### src/rtl/lvds_transmitter_if.sv
// Word handshake into the LVDS transmitter.
// One-entry holding register: TXREADY means empty.
interface lvds_transmitter_if;
    logic [11:0] TXDATA;
    logic        TXVALID;
    logic        TXREADY;

    modport master (
        output TXDATA,
        output TXVALID,
        input  TXREADY
    );

    modport slave (
        input  TXDATA,
        input  TXVALID,
        output TXREADY
    );
endinterface

### src/rtl/lvds_transmitter.sv
// 12-bit word serializer: two bits per FASTCLK edge with a word frame,
// fed from a one-entry holding register, idle-word fill on underrun.
module lvds_transmitter #(
    parameter logic [11:0] IDLE_WORD = 12'h000
) (
    input  logic                FASTCLK,
    input  logic                RESET_n,
    input  logic                ENABLE,
    lvds_transmitter_if.slave   tx,
    output logic                FRAME,
    output logic                DATA_H,
    output logic                DATA_L,
    output logic [7:0]          UNDERRUN_CNT,
    output logic                BUSY
);

    typedef enum logic {
        S_IDLE,
        S_SEND
    } state_t;

    state_t      r_state;
    logic [2:0]  r_p;
    logic [11:0] r_shift;
    logic [11:0] r_hold;
    logic        r_full;
    logic [7:0]  r_cnt;
    logic [1:0]  r_sync;
    logic        r_frame;
    logic        r_dh;
    logic        r_dl;
    logic        r_busy;

    state_t      w_nxt_state;
    logic [2:0]  w_nxt_p;
    logic [11:0] w_nxt_shift;
    logic [11:0] w_word;
    logic        w_boundary;
    logic        w_load;
    logic        w_load_hold;
    logic        w_underrun;
    logic        w_nxt_send;

    // Reset asserts immediately but releases only after two clean edges.
    always_ff @(posedge FASTCLK or negedge RESET_n) begin
        if (!RESET_n) r_sync <= 2'b00;
        else          r_sync <= {r_sync[0], 1'b1};
    end

    assign w_boundary  = (r_state == S_SEND) && (r_p == 3'd5);
    assign w_load      = ENABLE && r_sync[1] &&
                         ((r_state == S_IDLE) || w_boundary);
    assign w_load_hold = w_load && r_full;
    assign w_underrun  = w_load && !r_full && (r_state == S_SEND);
    assign w_word      = r_full ? r_hold : IDLE_WORD;

    always_comb begin
        w_nxt_state = r_state;
        w_nxt_p     = r_p;
        w_nxt_shift = r_shift;
        unique case (r_state)
            S_IDLE: begin
                if (w_load) begin
                    w_nxt_state = S_SEND;
                    w_nxt_p     = 3'd0;
                    w_nxt_shift = w_word;
                end
            end
            S_SEND: begin
                if (r_p == 3'd5) begin
                    w_nxt_p = 3'd0;
                    if (w_load) begin
                        w_nxt_shift = w_word;
                    end else begin
                        w_nxt_state = S_IDLE;
                        w_nxt_shift = 12'h000;
                    end
                end else begin
                    w_nxt_p     = r_p + 3'd1;
                    w_nxt_shift = {r_shift[9:0], 2'b00};
                end
            end
        endcase
    end

    assign w_nxt_send = (w_nxt_state == S_SEND);

    always_ff @(posedge FASTCLK or negedge RESET_n) begin
        if (!RESET_n) begin
            r_state <= S_IDLE;
            r_p     <= 3'd0;
            r_shift <= 12'h000;
            r_frame <= 1'b0;
            r_dh    <= 1'b0;
            r_dl    <= 1'b0;
            r_busy  <= 1'b0;
        end else begin
            r_state <= w_nxt_state;
            r_p     <= w_nxt_p;
            r_shift <= w_nxt_shift;
            r_frame <= w_nxt_send && (w_nxt_p < 3'd3);
            r_dh    <= w_nxt_send && w_nxt_shift[11];
            r_dl    <= w_nxt_send && w_nxt_shift[10];
            r_busy  <= w_nxt_send;
        end
    end

    // Loading and accepting never coincide: a load needs the register full.
    always_ff @(posedge FASTCLK or negedge RESET_n) begin
        if (!RESET_n) begin
            r_hold <= 12'h000;
            r_full <= 1'b0;
        end else if (w_load_hold) begin
            r_full <= 1'b0;
        end else if (tx.TXVALID && !r_full) begin
            r_hold <= tx.TXDATA;
            r_full <= 1'b1;
        end
    end

    always_ff @(posedge FASTCLK or negedge RESET_n) begin
        if (!RESET_n)                         r_cnt <= 8'h00;
        else if (w_underrun && r_cnt != 8'hFF) r_cnt <= r_cnt + 8'h01;
    end

    assign tx.TXREADY   = !r_full;
    assign FRAME        = r_frame;
    assign DATA_H       = r_dh;
    assign DATA_L       = r_dl;
    assign UNDERRUN_CNT = r_cnt;
    assign BUSY         = r_busy;

endmodule

### src/flat_wrapper.sv
// flat-port wrapper written by rule: the top's interface ports become plain ports
module lvds_transmitter_flat 
#(
    parameter logic [11:0] IDLE_WORD = 12'h000
)
  (FASTCLK, RESET_n, ENABLE, FRAME, DATA_H, DATA_L, UNDERRUN_CNT, BUSY, tx_TXDATA, tx_TXVALID, tx_TXREADY);
  lvds_transmitter_if tx_i ();
  input  logic FASTCLK;
  input  logic RESET_n;
  input  logic ENABLE;
  output logic FRAME;
  output logic DATA_H;
  output logic DATA_L;
  output logic [7:0] UNDERRUN_CNT;
  output logic BUSY;
  input wire logic [$bits(tx_i.TXDATA)-1:0] tx_TXDATA;
  input wire logic [$bits(tx_i.TXVALID)-1:0] tx_TXVALID;
  output wire logic [$bits(tx_i.TXREADY)-1:0] tx_TXREADY;
  assign tx_i.TXDATA = tx_TXDATA;
  assign tx_i.TXVALID = tx_TXVALID;
  assign tx_TXREADY = tx_i.TXREADY;
  lvds_transmitter #(.IDLE_WORD(IDLE_WORD)) u_core (.FASTCLK(FASTCLK), .RESET_n(RESET_n), .ENABLE(ENABLE), .tx(tx_i), .FRAME(FRAME), .DATA_H(DATA_H), .DATA_L(DATA_L), .UNDERRUN_CNT(UNDERRUN_CNT), .BUSY(BUSY));
endmodule
### config.mk
export PLATFORM = sky130hd
export DESIGN_NAME = lvds_transmitter_flat
export DESIGN_NICKNAME = d
export VERILOG_FILES = /design/src/rtl/lvds_transmitter_if.sv /design/src/rtl/lvds_transmitter.sv /design/src/flat_wrapper.sv
export SDC_FILE = /design/constraint.sdc
export NUM_CORES = 1
export LEC_CHECK = 0
export CORE_UTILIZATION = 44
export DETAILED_ROUTE_END_ITERATION = 12
export MAX_ROUTING_LAYER = met4
export PLACE_DENSITY = 0.73
export SYNTH_ARGS = -nofsm -noshare
export SYNTH_HDL_FRONTEND = slang
export SYNTH_SLANG_ARGS = --single-unit
### constraint.sdc
create_clock -name FASTCLK -period 1.6 [get_ports FASTCLK]
set_clock_uncertainty 0.1 [all_clocks]
set_input_delay 0.24 -clock FASTCLK [delete_from_list [all_inputs] [get_ports FASTCLK]]
set_output_delay 0.24 -clock FASTCLK [all_outputs]
set_load 0.02 [all_outputs]
; After elaboration in Yosys (flattened, before gate mapping)
; Index checks and enable logic that the tools add are counted.
[op_classes]
bitwise_logic = 2
n_mux = 13
n_eq_ne = 3
magnitude_cmp = 1
addsub = 2
reduce_logical = 15
[op_table]
columns = op, n
row1 = two-way mux 12 bit, 4
row2 = case mux 12 bit (2 select lines), 1
row3 = logical AND 1 bit, 11
row4 = "adder 8 x 1 -> 8 bit, second input constant", 1
row5 = "inequality test 8 bit, second input constant", 1
row6 = two-way mux 3 bit, 2
row7 = case mux 3 bit (2 select lines), 1
row8 = two-way mux 1 bit, 4
row9 = "adder 3 x 1 -> 3 bit, second input constant", 1
row10 = "== test 3 bit, second input constant", 1
row11 = "less-than comparator 3 x 2 -> 1 bit, second input constant", 1
row12 = "inequality test 2 x 1 -> 1 bit, second input constant", 1
row13 = inverter 1 bit, 2
row14 = case mux 1 bit (2 select lines), 1
row15 = AND reduction 2 bit, 1
row16 = nonzero test 2 bit, 1
row17 = zero test 1 bit, 1
row18 = logical OR 1 bit, 1
[totals]
register_bits = 42
wordCells = 47
output_inout_bits = 13
input_bits = 16

; Depth between registers and ports, before layout
[depth]
depth_word = 8
depth_mapped = 6

; Worst setup path after synthesis
; No wires, ideal clock.
[synth_timing]
path_kind = register to register
from = register u_core.r_cnt[0], in the netlist u_core.UNDERRUN_CNT[0]
to = register u_core.r_cnt[1], in the netlist u_core.UNDERRUN_CNT[1]
setup_slack_ns = -0.312
arrival_ns = 1.687
setup_ns = 0.125
t_required_ns = 1.375
stages_incl_launch_ff = 5
path_buffers = 0
cell_sequence = dfrtp_1 ha_1 and2_1 a311oi_4 mux2_2
[synth_via]
elab_chain_cells = 2
word_cells_on_any_way = 3
cone_classes = 1 x add/sub / 1 x eq/ne / 1 x reduce/logical
[synth_rtl]
columns = element, line_no
row1 = "start, declared", lvds_transmitter.sv:27  ; logic [7:0] r_cnt;
row2 = "start signal, assigned", lvds_transmitter.sv:123  ; else if (w_underrun && r_cnt != 8'hFF) r_cnt <= r_cnt + 8'h01;
row3 = "parallel branches: the longest is 2 deep, another holds adder 8 x 1 -> 8 bit", --
; Several ways; the timed one is not identified.
; A chain may end at the register's enable or synchronous reset.

; Worst setup path after layout
[layout_timing]
from = register u_core.r_cnt[1], in the netlist u_core.UNDERRUN_CNT[1]
to = register u_core.r_cnt[1], in the netlist u_core.UNDERRUN_CNT[1]
; Same word-level chain as after synthesis.

==> impl_metrics.py <==
metrics = {
    "status": {
        "status": "finished, violations left",
        "violations": "setup timing",
    },
    "drt": {
        "wl_per_cell_microns": 13.76,
        "drt_wl_total_mm": 3.260,
        "drcViolationCount": 0,
        "via_per_inst": 5.034,
        "ant_nets": 0,
        "drtPass1Iterations": 2,
        "drt_iter0_markers": 55,
        "vias": 1193,
    },
    "timing": {
        "layout_setup_ws_ns": -0.07121,
        "finalSetupViolCount": 3,
        "fin_crit_ns": 1.671,
        "rsz0062_at_grt": "true",
        "clock.fmax_mhz": 598.4,
        "fin_crit_sh": 1.045,
        "slew_violations": 0,
        "hold_viol_final": 0,
    },
    "global_route": {
        "track_usage": 0.1900,
        "grt_pass1_vias": 1211,
        "grt_antenna_before_repair": 0,
        "grt_pass1_wl_mm": 5.637,
        "grt-ovfl-total": 0,
        "grt_max_degree": 41,
    },
    "floorplan": {
        "std_cell_rows": 22,
        "dieWidth_microns": 63.85,
        "start_util": 0.4597,
        "die-area_sq_mm": 0.004076,
        "coreArea_sq_mm": 0.003661,
        "num_io_pins": 29,
        "die_h_microns": 63.85,
    },
    "synthesis": {
        "synthCells": 134,
        "synth.most_common_cell": "dfrtp_1",
        "synth_seq_cells": 40,
        "yosysUniqueCellTypes": 31,
        "yosys-top-cells-count": "dfrtp_1 (40), nor2_1 (18), mux2_2 (13)",
        "yosysTopAreaCellShare": 0.5948,
        "async_flop_share": 1.000,
        "ys.flop_type": "dfrtp_1",
        "synth_edf_count": 0,
        "ys_top_cells_by_area": "dfrtp_1 (59%), mux2_2 (8.7%), a221oi_1 (4.7%)",
        "syn_area_sq_mm": 0.001683,
        "yosysSeqAreaShare": 0.5948,
        "synth-warning-count": 0,
        "synth.net_count": 151,
        "synth_top_area_cell": "dfrtp_1",
        "avgSynthCellArea_sq_um": 12.56,
    },
    "clock_network": {
        "htreeDepth": 2,
        "clk_latency_ns": 0.30,
        "path_clk_slew_ns": 0.07,
        "cts_buffers": 5,
        "tritoncts": "done",
        "root_buffer": "clkbuf_8",
        "clockBufferDepth": 2,
        "clock_sinks": 40,
    },
    "pwr": {
        "power.total_mw": 3.664,
        "ir_drop_v": 0.0006651,
        "power.density_mw_per_mm2": 1570,
        "p_leak_nw": 1.110,
    },
    "setup_path": {
        "start_kind": "flip-flop",
        "worstPathCellList": "ha_4 > and2_4 > a311oi_4 > buf_6 > mux2_4",
        "max_stage_delay_ns": 0.43,
        "crit_buf_inv": 1,
        "critPathKind": "reg -> reg",
        "worstSetupStartpoint": "u_core.UNDERRUN_CNT[1]$_DFFE_PN0P_",
        "critical_path_required_ns": 1.68,
        "cp_slowest_cell": "dfrtp_2",
        "rr_startpoint": "u_core.UNDERRUN_CNT[1]$_DFFE_PN0P_",
        "critPathCaptureType": "flip-flop",
        "critical-path-top-delay-family": "flip-flops",
        "worstPathArrival_ns": 1.75,
        "crit_fanout": 8,
    },
    "layout": {
        "fin_nets": 205,
        "fin_util": 0.6374,
        "n_antenna_cell": 0,
        "areaGrowthSynthToFinish_pct": 38.66,
        "drive_above_1_share": 0.3228,
        "fillCellCount": 280,
    },
    "job": {
        "cap_viol_max_count": 0,
    },
    "placement": {
        "dp_hpwl_mm": 2.332,
        "place_congestion": 0.7642,
        "port_buffers": 28,
    },
    "min_path": {
        "hp-start": "u_core.r_sync[0]$_DFF_PN0_",
        "hold_path.class": "reg -> reg",
    },
}
## worst paths after layout
| path | to | slack [ns] | cells after the start |
|---|---|---|---|
| setup / recovery | u_core.UNDERRUN_CNT[1]$_DFFE_PN0P_ | -0.07 | 5 |
| hold / removal | u_core.r_sync[1]$_DFF_PN0_ | 0.26 | 0 |
| setup reg to reg | u_core.UNDERRUN_CNT[1]$_DFFE_PN0P_ | -0.07 | 5 |
| hold reg to reg | u_core.r_sync[1]$_DFF_PN0_ | 0.26 | 0 |
| max in group asynchronous | u_core.r_p[0]$_DFF_PN0_ | 0.62 | 3 |
| min in group asynchronous | u_core.UNDERRUN_CNT[6]$_DFFE_PN0P_ | 0.42 | 3 |
## report_power, final
part / switching (mW) / internal [mW] / leakage (nW) / total [mW]
Sequential: 0.230 / 1.36 / 0.498 / 1.59
Combinational: 0.590 / 0.683 / 0.558 / 1.27
Clock: 0.338 / 0.462 / 0.0552 / 0.801
## kinds of logic (layout without fill, tap and decap cells)
logic type / count (synthesis) / after routing / synth area share
and+or+nand+nor: 44 / 44 / 0.1331
DFF: 40 / 40 / 0.5948
AOI/OAI and AO/OA: 21 / 21 / 0.1115
muxes: 13 / 13 / 0.08699
xor gates and xnor gates: 7 / 7 / 0.03643
buffers and inverters: 7 / 62 / 0.02751
adders and majority gates: 1 / 1 / 0.007434
other: 1 / 1 / 0.002228
## final cells by class
class | count | area (sq um) | area share
clock inverter | 2 | 35.03 | 0.01501
inverter | 1 | 3.754 | 0.001609
tap | 48 | 60.06 | 0.02574
sequential | 40 | 1006 | 0.4311
timing repair buffer | 53 | 473.0 | 0.2027
clock buffer | 6 | 72.57 | 0.03110
multi-input combinational | 87 | 683.2 | 0.2928
## state kept, by name, summed over array words and instances, names as in the netlist
| name | flops |
|---|---|
| u_core.r_hold | 12 |
| u_core.DATA_H | 1 |
| u_core.UNDERRUN_CNT | 8 |
| u_core.DATA_L | 1 |
| u_core.r_sync | 2 |
| u_core.FRAME | 1 |
| u_core.r_state | 1 |
| u_core.r_shift | 10 |
| u_core.r_full | 1 |
| u_core.r_p | 3 |
## what timing repair did
action,in CTS,in global routing
setup buffers,0,1
gates resized for setup,12,9
endpoints found under the hold margin,40,0
hold buffers,1,0
pin swaps,4,4
endpoints found under the setup margin,17,16
## metrics by stage
stage	setup TNS [ns]	instance area [sq um]	hold slack, ns	instances	setup slack [ns]
6_report	-0.1083	2333	0.2584	237	-0.07121
5_1_grt	-0.5496	2333	0.2699	237	-0.1213
4_1_cts	-0.2212	2291	0.2662	236	-0.09574
3_5_place_dp	-3.618	2172	0.2233	227	-0.2475
3_3_place_gp	-2.748	2172	0.2187	227	-0.2359
2_1_floorplan	-0.7493	1694	-0.1556	134	-0.1493
## layout by cell type, fill, tap and decap left out, drive strengths merged
cell type / netlist / final
o21ai: 2 / 2
dlygate4sd3: 0 / 1
nor2b: 3 / 3
mux2: 13 / 13
nand3: 3 / 3
a32o: 1 / 1
xnor2: 6 / 6
or2b: 1 / 1
buf: 4 / 25
nand4b: 1 / 1
nand4: 1 / 1
a21boi: 1 / 1
and3: 3 / 3
nor2: 18 / 18
conb: 1 / 1
and4: 1 / 1
clkinv: 0 / 1
bufinv: 0 / 1
a21o: 3 / 3
a311oi: 1 / 1
a22o: 3 / 3
nand3b: 1 / 1
and2: 2 / 2
dlygate4sd2: 0 / 10
xor2: 1 / 1
dfrtp: 40 / 40
a221oi: 9 / 9
clkdlybuf4s50: 0 / 17
nand2: 10 / 10
clkbuf: 2 / 6
a21oi: 1 / 1
inv: 1 / 1
ha: 1 / 1
## per-layer routing
metal | part of all wire | global-route usage
met3 | 0.035 | 0.05000
met5 | 0 | -
met1 | 0.45 | 0.2310
met2 | 0.49 | 0.2926
met4 | 0.024 | 0.09375
Note: power is estimated with default switching activity, not from simulation.
